**src/rtl/jt900h_busarb_pkg.sv**
```systemverilog
// ============================================================================
// jt900h_busarb_pkg
// Shared encodings, owner IDs, FSM states and small helpers for the bus arbiter.
// Revision: 1.0
// ============================================================================
`default_nettype none

package jt900h_busarb_pkg;

  localparam logic [1:0] LEN_B = 2'b00;
  localparam logic [1:0] LEN_W = 2'b01;
  localparam logic [1:0] LEN_L = 2'b10;

  typedef enum logic {
    OWN_FETCH = 1'b0,
    OWN_DATA  = 1'b1
  } owner_t;

  typedef enum logic [2:0] {
    ST_IDLE = 3'd0,
    ST_ADDR = 3'd1,
    ST_WAIT = 3'd2,
    ST_CAPT = 3'd3,
    ST_DONE = 3'd4
  } state_t;

  // The reserved encoding 2'b11 behaves as a 4-byte access.
  function automatic logic [2:0] len_bytes(input logic [1:0] len);
    logic [2:0] w_nb;
    case (len)
      LEN_B:   w_nb = 3'd1;
      LEN_W:   w_nb = 3'd2;
      default: w_nb = 3'd4;
    endcase
    return w_nb;
  endfunction

  function automatic logic [1:0] reads_needed(input logic odd, input logic [2:0] nbytes);
    logic [3:0] w_sum;
    w_sum = {3'b000, odd} + {1'b0, nbytes} + 4'd1;
    return w_sum[2:1];
  endfunction

endpackage

`default_nettype wire

```
**src/rtl/jt900h_busarb_if.sv**
```systemverilog
// ============================================================================
// jt900h_busarb_if
// Requester handshakes, result bus and RAM read port of the bus arbiter.
// Revision: 1.0
// ============================================================================
`default_nettype none

interface jt900h_busarb_if;

  logic        fetch_req;
  logic [23:0] fetch_addr;
  logic [1:0]  fetch_len;
  logic        fetch_rdy;

  logic        data_req;
  logic [23:0] data_addr;
  logic [1:0]  data_len;
  logic        data_rdy;

  logic [31:0] dout;
  logic        busy;

  logic [23:0] ram_addr;
  logic [15:0] ram_dout;

  modport slave (
    input  fetch_req, fetch_addr, fetch_len,
    input  data_req, data_addr, data_len,
    input  ram_dout,
    output fetch_rdy, data_rdy, dout, busy, ram_addr
  );

  modport master (
    output fetch_req, fetch_addr, fetch_len,
    output data_req, data_addr, data_len,
    output ram_dout,
    input  fetch_rdy, data_rdy, dout, busy, ram_addr
  );

endinterface

`default_nettype wire

```
**src/rtl/jt900h_busarb_pack.sv**
```systemverilog
// ============================================================================
// jt900h_busarb_pack
// Byte-lane assembler: places incoming halfword bytes at the running byte count.
// Revision: 1.0
// ============================================================================
`default_nettype none

module jt900h_busarb_pack (
  input  logic        clk,
  input  logic        rst,
  input  logic        i_cen,
  input  logic        i_start,
  input  logic        i_odd,
  input  logic [2:0]  i_nbytes,
  input  logic        i_capt,
  input  logic [15:0] i_hw,
  output logic [31:0] o_next
);

  logic [31:0] r_bytes;
  logic [2:0]  r_cnt;
  logic [2:0]  r_nb;
  logic        r_skip;

  logic [31:0] w_bytes;
  logic [2:0]  w_cnt;

  // Lanes beyond the requested size are never written, so they stay zero.
  always_comb begin
    w_bytes = r_bytes;
    w_cnt   = r_cnt;
    if (!r_skip && (w_cnt < r_nb)) begin
      w_bytes[{w_cnt[1:0], 3'b000} +: 8] = i_hw[7:0];
      w_cnt = w_cnt + 3'd1;
    end
    if (w_cnt < r_nb) begin
      w_bytes[{w_cnt[1:0], 3'b000} +: 8] = i_hw[15:8];
      w_cnt = w_cnt + 3'd1;
    end
  end

  always_ff @(posedge clk) begin
    if (rst) begin
      r_bytes <= '0;
      r_cnt   <= '0;
      r_nb    <= '0;
      r_skip  <= 1'b0;
    end else if (i_cen) begin
      if (i_start) begin
        r_bytes <= '0;
        r_cnt   <= '0;
        r_nb    <= i_nbytes;
        r_skip  <= i_odd;
      end else if (i_capt) begin
        r_bytes <= w_bytes;
        r_cnt   <= w_cnt;
        r_skip  <= 1'b0;
      end
    end
  end

  assign o_next = w_bytes;

endmodule

`default_nettype wire

```
**src/rtl/jt900h_busarb.sv**
```systemverilog
// ============================================================================
// jt900h_busarb
// Fetch/data arbiter and halfword read sequencer for the shared RAM read port.
// Revision: 1.0
// ============================================================================
`default_nettype none

module jt900h_busarb
  import jt900h_busarb_pkg::*;
#(
  parameter int RDLAT   = 1,
  parameter int MAXDATA = 4
) (
  input  logic           clk,
  input  logic           rst,
  input  logic           cen,
  jt900h_busarb_if.slave bus
);

  localparam int              SW          = (MAXDATA < 1) ? 1 : $clog2(MAXDATA + 1);
  localparam logic [SW-1:0]   c_max_cnt   = SW'(MAXDATA);
  localparam logic [1:0]      c_wait_last = 2'(RDLAT - 1);

  state_t        r_state;
  state_t        w_state_nxt;
  owner_t        r_owner;
  logic [23:0]   r_cur;
  logic [23:0]   r_ram_addr;
  logic [1:0]    r_left;
  logic [1:0]    r_wcnt;
  logic [SW-1:0] r_starve;
  logic [31:0]   r_dout;
  logic          r_fetch_rdy;
  logic          r_data_rdy;
  logic          r_busy;

  logic          w_gnt_fetch;
  logic          w_gnt_data;
  logic          w_grant;
  logic          w_capt;
  logic          w_last;
  logic [23:0]   w_gnt_addr;
  logic [1:0]    w_gnt_len;
  logic [2:0]    w_gnt_nb;
  logic [31:0]   w_pack;

  assign w_grant    = w_gnt_fetch | w_gnt_data;
  assign w_gnt_addr = w_gnt_fetch ? bus.fetch_addr : bus.data_addr;
  assign w_gnt_len  = w_gnt_fetch ? bus.fetch_len  : bus.data_len;
  assign w_gnt_nb   = len_bytes(w_gnt_len);
  assign w_last     = (r_left == 2'd1);

  // Data has priority unless fetch has already waited MAXDATA data grants.
  always_comb begin
    w_state_nxt = r_state;
    w_gnt_fetch = 1'b0;
    w_gnt_data  = 1'b0;
    w_capt      = 1'b0;
    case (r_state)
      ST_IDLE: begin
        if (bus.fetch_req && (!bus.data_req || (r_starve == c_max_cnt))) begin
          w_gnt_fetch = 1'b1;
          w_state_nxt = ST_ADDR;
        end else if (bus.data_req) begin
          w_gnt_data  = 1'b1;
          w_state_nxt = ST_ADDR;
        end
      end
      ST_ADDR: w_state_nxt = ST_WAIT;
      ST_WAIT: begin
        if (r_wcnt == c_wait_last) begin
          w_state_nxt = ST_CAPT;
        end
      end
      ST_CAPT: begin
        w_capt      = 1'b1;
        w_state_nxt = w_last ? ST_DONE : ST_ADDR;
      end
      ST_DONE: w_state_nxt = ST_IDLE;
      default: w_state_nxt = ST_IDLE;
    endcase
  end

  always_ff @(posedge clk) begin
    if (rst) begin
      r_state <= ST_IDLE;
    end else if (cen) begin
      r_state <= w_state_nxt;
    end
  end

  always_ff @(posedge clk) begin
    if (rst) begin
      r_owner     <= OWN_FETCH;
      r_cur       <= '0;
      r_ram_addr  <= '0;
      r_left      <= '0;
      r_wcnt      <= '0;
      r_dout      <= '0;
      r_fetch_rdy <= 1'b0;
      r_data_rdy  <= 1'b0;
      r_busy      <= 1'b0;
    end else if (cen) begin
      case (r_state)
        ST_IDLE: begin
          if (w_grant) begin
            r_owner <= w_gnt_fetch ? OWN_FETCH : OWN_DATA;
            r_cur   <= w_gnt_addr;
            r_left  <= reads_needed(w_gnt_addr[0], w_gnt_nb);
            r_busy  <= 1'b1;
          end
        end
        ST_ADDR: begin
          r_ram_addr <= {r_cur[23:1], 1'b0};
          r_wcnt     <= '0;
        end
        ST_WAIT: r_wcnt <= r_wcnt + 2'd1;
        ST_CAPT: begin
          // 24-bit add wraps naturally past the top of the address space.
          r_cur  <= r_cur + 24'd2;
          r_left <= r_left - 2'd1;
          if (w_last) begin
            r_dout      <= w_pack;
            r_fetch_rdy <= (r_owner == OWN_FETCH);
            r_data_rdy  <= (r_owner == OWN_DATA);
          end
        end
        ST_DONE: begin
          r_fetch_rdy <= 1'b0;
          r_data_rdy  <= 1'b0;
          r_busy      <= 1'b0;
        end
        default: ;
      endcase
    end
  end

  always_ff @(posedge clk) begin
    if (rst) begin
      r_starve <= '0;
    end else if (cen) begin
      if (!bus.fetch_req || w_gnt_fetch) begin
        r_starve <= '0;
      end else if (w_gnt_data && (r_starve != c_max_cnt)) begin
        r_starve <= r_starve + SW'(1);
      end
    end
  end

  jt900h_busarb_pack u_pack (
    .clk      (clk),
    .rst      (rst),
    .i_cen    (cen),
    .i_start  (w_grant),
    .i_odd    (w_gnt_addr[0]),
    .i_nbytes (w_gnt_nb),
    .i_capt   (w_capt),
    .i_hw     (bus.ram_dout),
    .o_next   (w_pack)
  );

  assign bus.fetch_rdy = r_fetch_rdy;
  assign bus.data_rdy  = r_data_rdy;
  assign bus.dout      = r_dout;
  assign bus.busy      = r_busy;
  assign bus.ram_addr  = r_ram_addr;

endmodule

`default_nettype wire

```
**src/flat_wrapper.sv**
```systemverilog
// flat-port wrapper written by rule: the top's interface ports become plain ports
module jt900h_busarb_flat import jt900h_busarb_pkg::*;
#(
  parameter int RDLAT   = 1,
  parameter int MAXDATA = 4
)
  (clk, rst, cen, bus_fetch_req, bus_fetch_addr, bus_fetch_len, bus_data_req, bus_data_addr, bus_data_len, bus_ram_dout, bus_fetch_rdy, bus_data_rdy, bus_dout, bus_busy, bus_ram_addr);
  jt900h_busarb_if bus_i ();
  input  logic clk;
  input  logic rst;
  input  logic cen;
  input wire logic [$bits(bus_i.fetch_req)-1:0] bus_fetch_req;
  input wire logic [$bits(bus_i.fetch_addr)-1:0] bus_fetch_addr;
  input wire logic [$bits(bus_i.fetch_len)-1:0] bus_fetch_len;
  input wire logic [$bits(bus_i.data_req)-1:0] bus_data_req;
  input wire logic [$bits(bus_i.data_addr)-1:0] bus_data_addr;
  input wire logic [$bits(bus_i.data_len)-1:0] bus_data_len;
  input wire logic [$bits(bus_i.ram_dout)-1:0] bus_ram_dout;
  output wire logic [$bits(bus_i.fetch_rdy)-1:0] bus_fetch_rdy;
  output wire logic [$bits(bus_i.data_rdy)-1:0] bus_data_rdy;
  output wire logic [$bits(bus_i.dout)-1:0] bus_dout;
  output wire logic [$bits(bus_i.busy)-1:0] bus_busy;
  output wire logic [$bits(bus_i.ram_addr)-1:0] bus_ram_addr;
  assign bus_i.fetch_req = bus_fetch_req;
  assign bus_i.fetch_addr = bus_fetch_addr;
  assign bus_i.fetch_len = bus_fetch_len;
  assign bus_i.data_req = bus_data_req;
  assign bus_i.data_addr = bus_data_addr;
  assign bus_i.data_len = bus_data_len;
  assign bus_i.ram_dout = bus_ram_dout;
  assign bus_fetch_rdy = bus_i.fetch_rdy;
  assign bus_data_rdy = bus_i.data_rdy;
  assign bus_dout = bus_i.dout;
  assign bus_busy = bus_i.busy;
  assign bus_ram_addr = bus_i.ram_addr;
  jt900h_busarb #(.RDLAT(RDLAT), .MAXDATA(MAXDATA)) u_core (.clk(clk), .rst(rst), .cen(cen), .bus(bus_i));
endmodule
```
**config.mk**
```make
export PLATFORM = sky130hd
export DESIGN_NAME = jt900h_busarb_flat
export DESIGN_NICKNAME = d
export VERILOG_FILES = /design/src/rtl/jt900h_busarb_pkg.sv /design/src/rtl/jt900h_busarb_if.sv /design/src/rtl/jt900h_busarb_pack.sv /design/src/rtl/jt900h_busarb.sv /design/src/flat_wrapper.sv
export SDC_FILE = /design/constraint.sdc
export NUM_CORES = 1
export LEC_CHECK = 0
export ABC_CLOCK_PERIOD_IN_PS = 3700
export CORE_UTILIZATION = 45
export DETAILED_ROUTE_END_ITERATION = 7
export PLACE_DENSITY = 0.79
export SYNTH_ARGS = -nofsm -noshare
export SYNTH_HDL_FRONTEND = slang
export SYNTH_HIERARCHICAL = 1
export SYNTH_SLANG_ARGS = --single-unit
```
**constraint.sdc**
```tcl
create_clock -name clk -period 3.7 [get_ports clk]
set_input_delay 0.555 -clock clk [delete_from_list [all_inputs] [get_ports clk]]
set_output_delay 0.555 -clock clk [all_outputs]
set_load 0.02 [all_outputs]
```
==> out/results.txt, run 1 <==
Power Density = 386 nW/µm²
Ranking of synthesized cells by area = dfxtp_1 (35%), nand2_1 (9.6%), a21oi_1 (8.7%)
CP peak stage delay = 0.45 ns
Fin crit period = 3.45 ns
Seq cells post-synth = 131
Clk pin slew, worst setup/hold paths = 0.06 ns
Top FF cell, synth = dfxtp_1
Share of layout cells above drive strength 1 = 0.0902
XOR/XNOR Fraction of Synth Area = 0.00451
Via density = 5.98
Number of global-route vias before repair = 7293
ANT cells = 0
H-Tree Depth = 4
Status = complete, no violations
Synth Instances = 992
Adder-cell share of the synthesized area = 0.0301
Mux contribution to synthesized area = 0.0277
Synthesized area = 7490 µm²
Buffers & Inverters on Critical Path = 1
Crit-path max FO = 7
GRT overflow = 0
Delay-heaviest family, CP = compound AO/OA/AOI/OAI gates
Leak = 0.00329 µW
Gpl congestion = 0.847
Die Y = 131 µm
Worst-Margin Slew = 0.899 ns
Yosys warns = 6
Yosys top cell area share = 0.350
Clock power frac = 0.454
Synth area leader = dfxtp_1
Final hold vios = 0
Commonest non-fill, non-tap cells in the layout = nand2_1 (191), a21oi_1 (131), dfxtp_1 (131)
Hold buffer count at CTS = 0
Core Region = 16100 µm²
Drt pass-1 iters = 6
Die X = 131 µm
Max-slew headroom = 0.400
Clk sinks = 131
Fillers = 1415
Hpwl dp = 15500 µm
WL/cell = 17.5 µm
Final Cycle Share = 0.931
DRC Markers = 0
Clk_skew = 0.00921 ns
Switching Share = 0.266
Post-route setup TNS = 0 ns
Yosys cell types = 74
Simple-gate portion of the synthesized area = 0.261
IO Count = 132
Iter 0 DRT Violations = 786
DR vias = 7856
Insertion delay to the later sink of the worst-skew pair = 0.42 ns
Clock Tree Buf Depth = 2
Worst hold margin = 0.454 ns
Final ANT Viol Nets = 0
First-pass GRT wire length = 36600 µm
Peak VDD IR = 0.332 mV
Sequential Power Share = 0.408
CP max-delay cell = a2111oi_0
Port Buf Inserts = 130
Layout area overhead = 26.7%
CTS Buf Count = 17
Initial antenna violation count = 0
Synth Area in Compound Gates = 0.271
Critical path origin = u_core/u_pack/r_nb[2]
CTS tree = built
Fin nets = 1176
Syn avg cell area = 7.55 µm²
Dpl ws = 0.246 ns
Starting Density = 0.467
Crit-path cells = inv_1 -> ha_1 -> a211o_1 -> a31oi_4 -> nand2_1 -> xnor2_1 -> ha_1 -> a31oi_1 -> mux2i_2 -> a2111oi_0 -> and4b_1 -> a211o_1
Critical path class = reg -> reg
Main combinational cell family by area after synthesis = compound AO/OA/AOI/OAI gates
Max_cap viols = 0
Util after Layout = 0.591
Switching power = 974 µW
Setup WS post-layout = 0.254 ns
Share of total power in combinational logic = 0.139
Fmax = 290 MHz
Post-Syn Nets = 1083
Final Setup Violations = 0
Synth async-reset ratio = 0
Slew Viols, Final = 0
Class of the worst hold path = reg -> reg
Largest net degree at the start of global routing = 82
Cell-internal power = 2690 µW
Crit path arrival time = 3.76 ns
Core Rows = 46
Hold path startpoint = u_core/bus.dout[7]
Crit path required time = 4.01 ns
Root Buffer = clkbuf_16
Sequential-to-total area share from yosys stat = 0.350
Worst setup SP type = flop
GR Util All Layers = 0.275
Commonest non-fill, non-tap cell in the layout = nand2_1
Unrepaired setup endpoints after global routing = no
Setup crit end kind = flop
R2R Path Start = u_core/u_pack/r_nb[2]
Routed Wire Length = 23000 µm
Number of synthesized flops with an enable pin = 0
DIE AREA = 17200 µm²
-- power by group through the flow --
| stage | registers (µW) | logic (µW) | clock network [µW] |
|---|---|---|---|
| 2_1_floorplan | 1510 | 312 | 0 |
| 3_3_place_gp | 1520 | 489 | 0 |
| 3_5_place_dp | 1520 | 495 | 0 |
| 4_1_cts | 1490 | 497 | 1680 |
| 5_1_grt | 1500 | 549 | 1750 |
| 6_report | 1500 | 508 | 1660 |
-- cell families (layout without fill, tap and decap cells) --
logic type	count (synthesis)	in the layout
compound gates	325	325
xor+xnor	3	3
fa+ha+maj	18	18
buf+inv	98	204
flops	131	131
mux	19	19
other cells	1	1
simple gates	397	397
-- synthesized netlist by cell type (15+ instances only) --
cell	number
nand2_1	191
and3_1	17
nand3_1	63
dfxtp_1	131
ha_1	18
a22oi_1	29
o311ai_1	18
nor3_1	17
nor2_1	47
buf_2	19
inv_1	15
a211oi_1	18
clkbuf_1	55
o21ai_1	18
o21ai_0	52
a21oi_1	131
-- path summary, 6_finish.rpt --
path,end,slack [ns],cells past startpoint
worst min-delay path,u_core/bus.dout[7],0.45,2
worst min register to register,u_core/bus.dout[7],0.45,2
worst max-delay path,u_core/u_pack/r_cnt[2],0.25,12
worst max register to register,u_core/u_pack/r_cnt[2],0.25,12
-- worst reg2reg max path: cells and delay by family (launching register included) --
family                     cells  cell delay [ns]
AOI/OAI and AO/OA              5             1.55
DFF                            1             0.33
and+or+nand+nor                2             0.37
adders and majority gates      2             0.68
muxes                          1             0.21
buffers and inverters          1             0.06
xor gates and xnor gates       1             0.14
-- registers in the layout, summed over array words and instances, names as in the netlist, 2 cells and up --
name,flops
u_core/u_pack/r_bytes,32
u_core/r_starve,3
u_core/bus.dout,32
u_core/bus.ram_addr,23
u_core/u_pack/r_nb,3
u_core/r_state,3
u_core/r_wcnt,2
u_core/r_cur,23
u_core/u_pack/r_cnt,3
u_core/r_left,2
-- per-layer routing --
metal,global-route usage,share of wire,wire (µm)
met3,0.0570,0.073,1680
met4,0.131,0.031,722
met1,0.343,0.41,9510
met5,0,0,0
met2,0.454,0.48,11100
-- final cells by class --
class / count / area (µm²) / share of cell area
clock inverter: 9 / 104 / 0.0109
timing repair buffer: 154 / 1480 / 0.156
sequential: 131 / 2620 / 0.276
inverter: 18 / 67.6 / 0.00712
multi-input combinational: 763 / 4470 / 0.471
tap: 216 / 270 / 0.0285
clock buffer: 23 / 478 / 0.0503
-- through the flow --
stage	std cells	cell area, µm²	power [µW]
floorplan	992	7490	1820
global placement	1281	8890	2010
detailed placement	1281	8890	2020
CTS	1313	9470	3670
global route	1314	9490	3800
finish	1314	9490	3670
-- what timing repair did --
action	4_1_cts	5_1_grt
setup buffers	0	1
hold endpoints to repair	0	0
gates resized for setup	0	2
setup endpoints to repair	0	13
Power figures use the tool's default switching activity.
==> inputs of run 2 (changes only) <==
- ABC_CLOCK_PERIOD_IN_PS: 3700 -> 3000
- CAP_MARGIN: default -> 25
- PLACE_DENSITY: 0.79 -> 0.82
- TNS_END_PERCENT: default -> 50
- clock period: 3.7 -> 3 ns (I/O delays scaled with it)
==> run 2 against run 1 <==
Net effect:
- the flow now finishes with violations (setup timing)
- combinational power is 40% higher
- final cell count rose by 2.7%
- worst setup slack worse by 0.33 ns
- critical path type unchanged
- largest cell class unchanged
==> out/results.txt, run 2 (synthesis results as in run 1) <==
Status = finished with violations (was complete, no violations)
Worst-Margin Slew = 0.861 ns (was 0.899 ns)
Leak = 0.00353 µW (was 0.00329 µW)
Class of the worst hold path = in -> reg (was reg -> reg)
Via density = 6.10 (was 5.98)
Critical path origin = u_core/u_pack/r_nb[2] (unchanged)
Final Total Pwr = 4470 µW (was 3670 µW)
Clk pin slew, worst setup/hold paths = 0.07 ns (was 0.06 ns)
Core Rows = 46 (unchanged)
Max_cap viols = 0 (unchanged)
Hpwl dp = 15500 µm (about the same)
Clock Tree Buf Depth = 2 (unchanged)
Layout area overhead = 34.9% (was 26.7%)
Peak VDD IR = 0.392 mV (was 0.332 mV)
Fmax = 325 MHz (was 290 MHz)
Util after Layout = 0.630 (was 0.591)
Failing checks = setup timing
Worst R2R Setup Slack = -0.08 ns (was 0.25 ns)
Clk_skew = 0.0125 ns (was 0.00921 ns)
Crit path required time = 3.31 ns (was 4.01 ns)
Share of layout cells above drive strength 1 = 0.153 (was 0.0902)
Fin nets = 1212 (was 1176)
ANT cells = 0 (unchanged)
Hold path startpoint = rst (was u_core/bus.dout[7])
DRC Markers = 0 (unchanged)
Initial antenna violation count = 0 (unchanged)
Gpl congestion = 0.871 (was 0.847)
IO Count = 132 (unchanged)
DIE AREA = 17200 µm² (unchanged)
R2R Path Start = u_core/u_pack/r_nb[2] (unchanged)
Iter 0 DRT Violations = 912 (was 786)
Port Buf Inserts = 130 (unchanged)
Reg2reg end = u_core/u_pack/r_bytes[17] (was u_core/u_pack/r_cnt[2])
DR vias = 8239 (was 7856)
Drt pass-1 iters = 6 (unchanged)
Worst r2r path cells = 13 (was 12)
Unrepaired setup endpoints after global routing = yes (was no)
Seq. cell area = 2630 µm² (was 2620 µm²)
Fin crit period = 3.08 ns (was 3.45 ns)
Commonest non-fill, non-tap cells in the layout = nand2_1 (190), clkdlybuf4s50_1 (129), dfxtp_1 (127) (was nand2_1 (191), a21oi_1 (131), dfxtp_1 (131))
CTS tree = built (unchanged)
Post-route setup TNS = -0.135 ns (was 0 ns)
Slew Viols, Final = 0 (unchanged)
Setup WS post-layout = -0.0750 ns (was 0.254 ns)
Clk sinks = 131 (unchanged)
GR Util All Layers = 0.284 (was 0.275)
Core Region = 16100 µm² (unchanged)
Commonest non-fill, non-tap cell in the layout = nand2_1 (unchanged)
Fillers = 1333 (was 1415)
Min-Delay Endpoint = u_core/r_wcnt[1] (was u_core/bus.dout[7])
Routed Wire Length = 24200 µm (was 23000 µm)
Insertion delay to the later sink of the worst-skew pair = 0.43 ns (was 0.42 ns)
WHS Path Cells = 2 (unchanged)
Critical path class = reg -> reg (unchanged)
Power Density = 443 nW/µm² (was 386 nW/µm²)
Die X = 131 µm (unchanged)
Worst setup SP type = flop (unchanged)
Final Setup Violations = 4 (was 0)
Final Cycle Share = 1.03 (was 0.931)
Crit-path max FO = 16 (was 7)
Dpl ws = -0.0422 ns (was 0.246 ns)
H-Tree Depth = 4 (unchanged)
Hold buffer count at CTS = 0 (unchanged)
Final ANT Viol Nets = 0 (unchanged)
GRT overflow = 0 (unchanged)
Crit path arrival time = 3.38 ns (was 3.76 ns)
Final hold vios = 0 (unchanged)
Number of global-route vias before repair = 7708 (was 7293)
Root Buffer = clkbuf_16 (unchanged)
Starting Density = 0.467 (unchanged)
First-pass GRT wire length = 37800 µm (was 36600 µm)
Die Y = 131 µm (unchanged)
Setup crit end kind = flop (unchanged)
Area of the multi-input gates = 4720 µm² (was 4470 µm²)
WL/cell = 17.9 µm (was 17.5 µm)
Largest net degree at the start of global routing = 76 (was 82)
CTS Buf Count = 17 (unchanged)
Max-slew headroom = 0.426 (was 0.400)
-- run 2: cell types whose count changed in the layout (fill, tap and decap cells not counted), sizes merged --
| cell | change |
|---|---|
| inv | +3 |
| clkbuf | -4 |
| bufbuf | +1 |
| clkinv | -1 |
| buf | +34 |
| bufinv | -2 |
| clkinvlp | +5 |
-- run 2: critical path, stage by stage (launching register included) --
cell and delay (ns):
dfxtp_2 0.35, inv_4 0.04, ha_4 0.20, a211o_1 0.30
a31oi_4 0.21, nand2_4 0.10, xnor2_4 0.19, ha_4 0.25
a31oi_4 0.21, mux2i_4 0.13, nor3b_4 0.32, bufbuf_16 0.35
nand3_1 0.12, o311ai_1 0.18
-- run 2: worst max-delay path by stage --
stage,to,depth (start not counted)
floorplan,u_core/bus.dout[23],16
global placement,u_core/u_pack/r_cnt[2],13
detailed placement,u_core/bus.dout[23],15
CTS,u_core/u_pack/r_bytes[18],14
global route,u_core/u_pack/r_bytes[17],13
finish,u_core/u_pack/r_bytes[17],13
-- run 2: where the power goes --
group          internal (µW)  switching, µW
sequential              1780           51.4
combinational            307            406
clock                   1060            864
-- run 2: timing repair --
| item | CTS | global route |
|---|---|---|
| pin swaps | 6 | 10 |
| buffers inserted | 3 | 7 |
| gates cloned | 3 | 1 |
| endpoints found under the setup margin | 14 | 60 |
| endpoints found under the hold margin | 0 | 0 |
| gates resized for setup | 6 | 34 |
-- run 2: layout make-up --
| class | instances | share of cell area |
|---|---|---|
| Inverter | 18 | 0.00693 |
| Timing Repair Buffer | 190 | 0.186 |
| Sequential cell | 131 | 0.260 |
| Multi-Input combinational cell | 763 | 0.467 |
| Clock inverter | 14 | 0.0108 |
| Tap cell | 216 | 0.0267 |
| Clock buffer | 18 | 0.0425 |
-- run 2: layer usage --
metal | wire length, µm | track usage | vias to the layer above
met5 | 0 | 0 | -
met4 | 699 | 0.144 | 0
met3 | 2000 | 0.0721 | 72
met2 | 12000 | 0.476 | 472
met1 | 9520 | 0.336 | 3849
li1 | - | - | 3846
-- run 2: through the flow --
step	std cells	area (µm²)	hold WS, ns
floorplan	992	7640	0.433
global placement	1305	9230	0.441
detailed placement	1305	9230	0.446
CTS	1343	9930	0.400
global route	1350	10100	0.431
finish	1350	10100	0.408
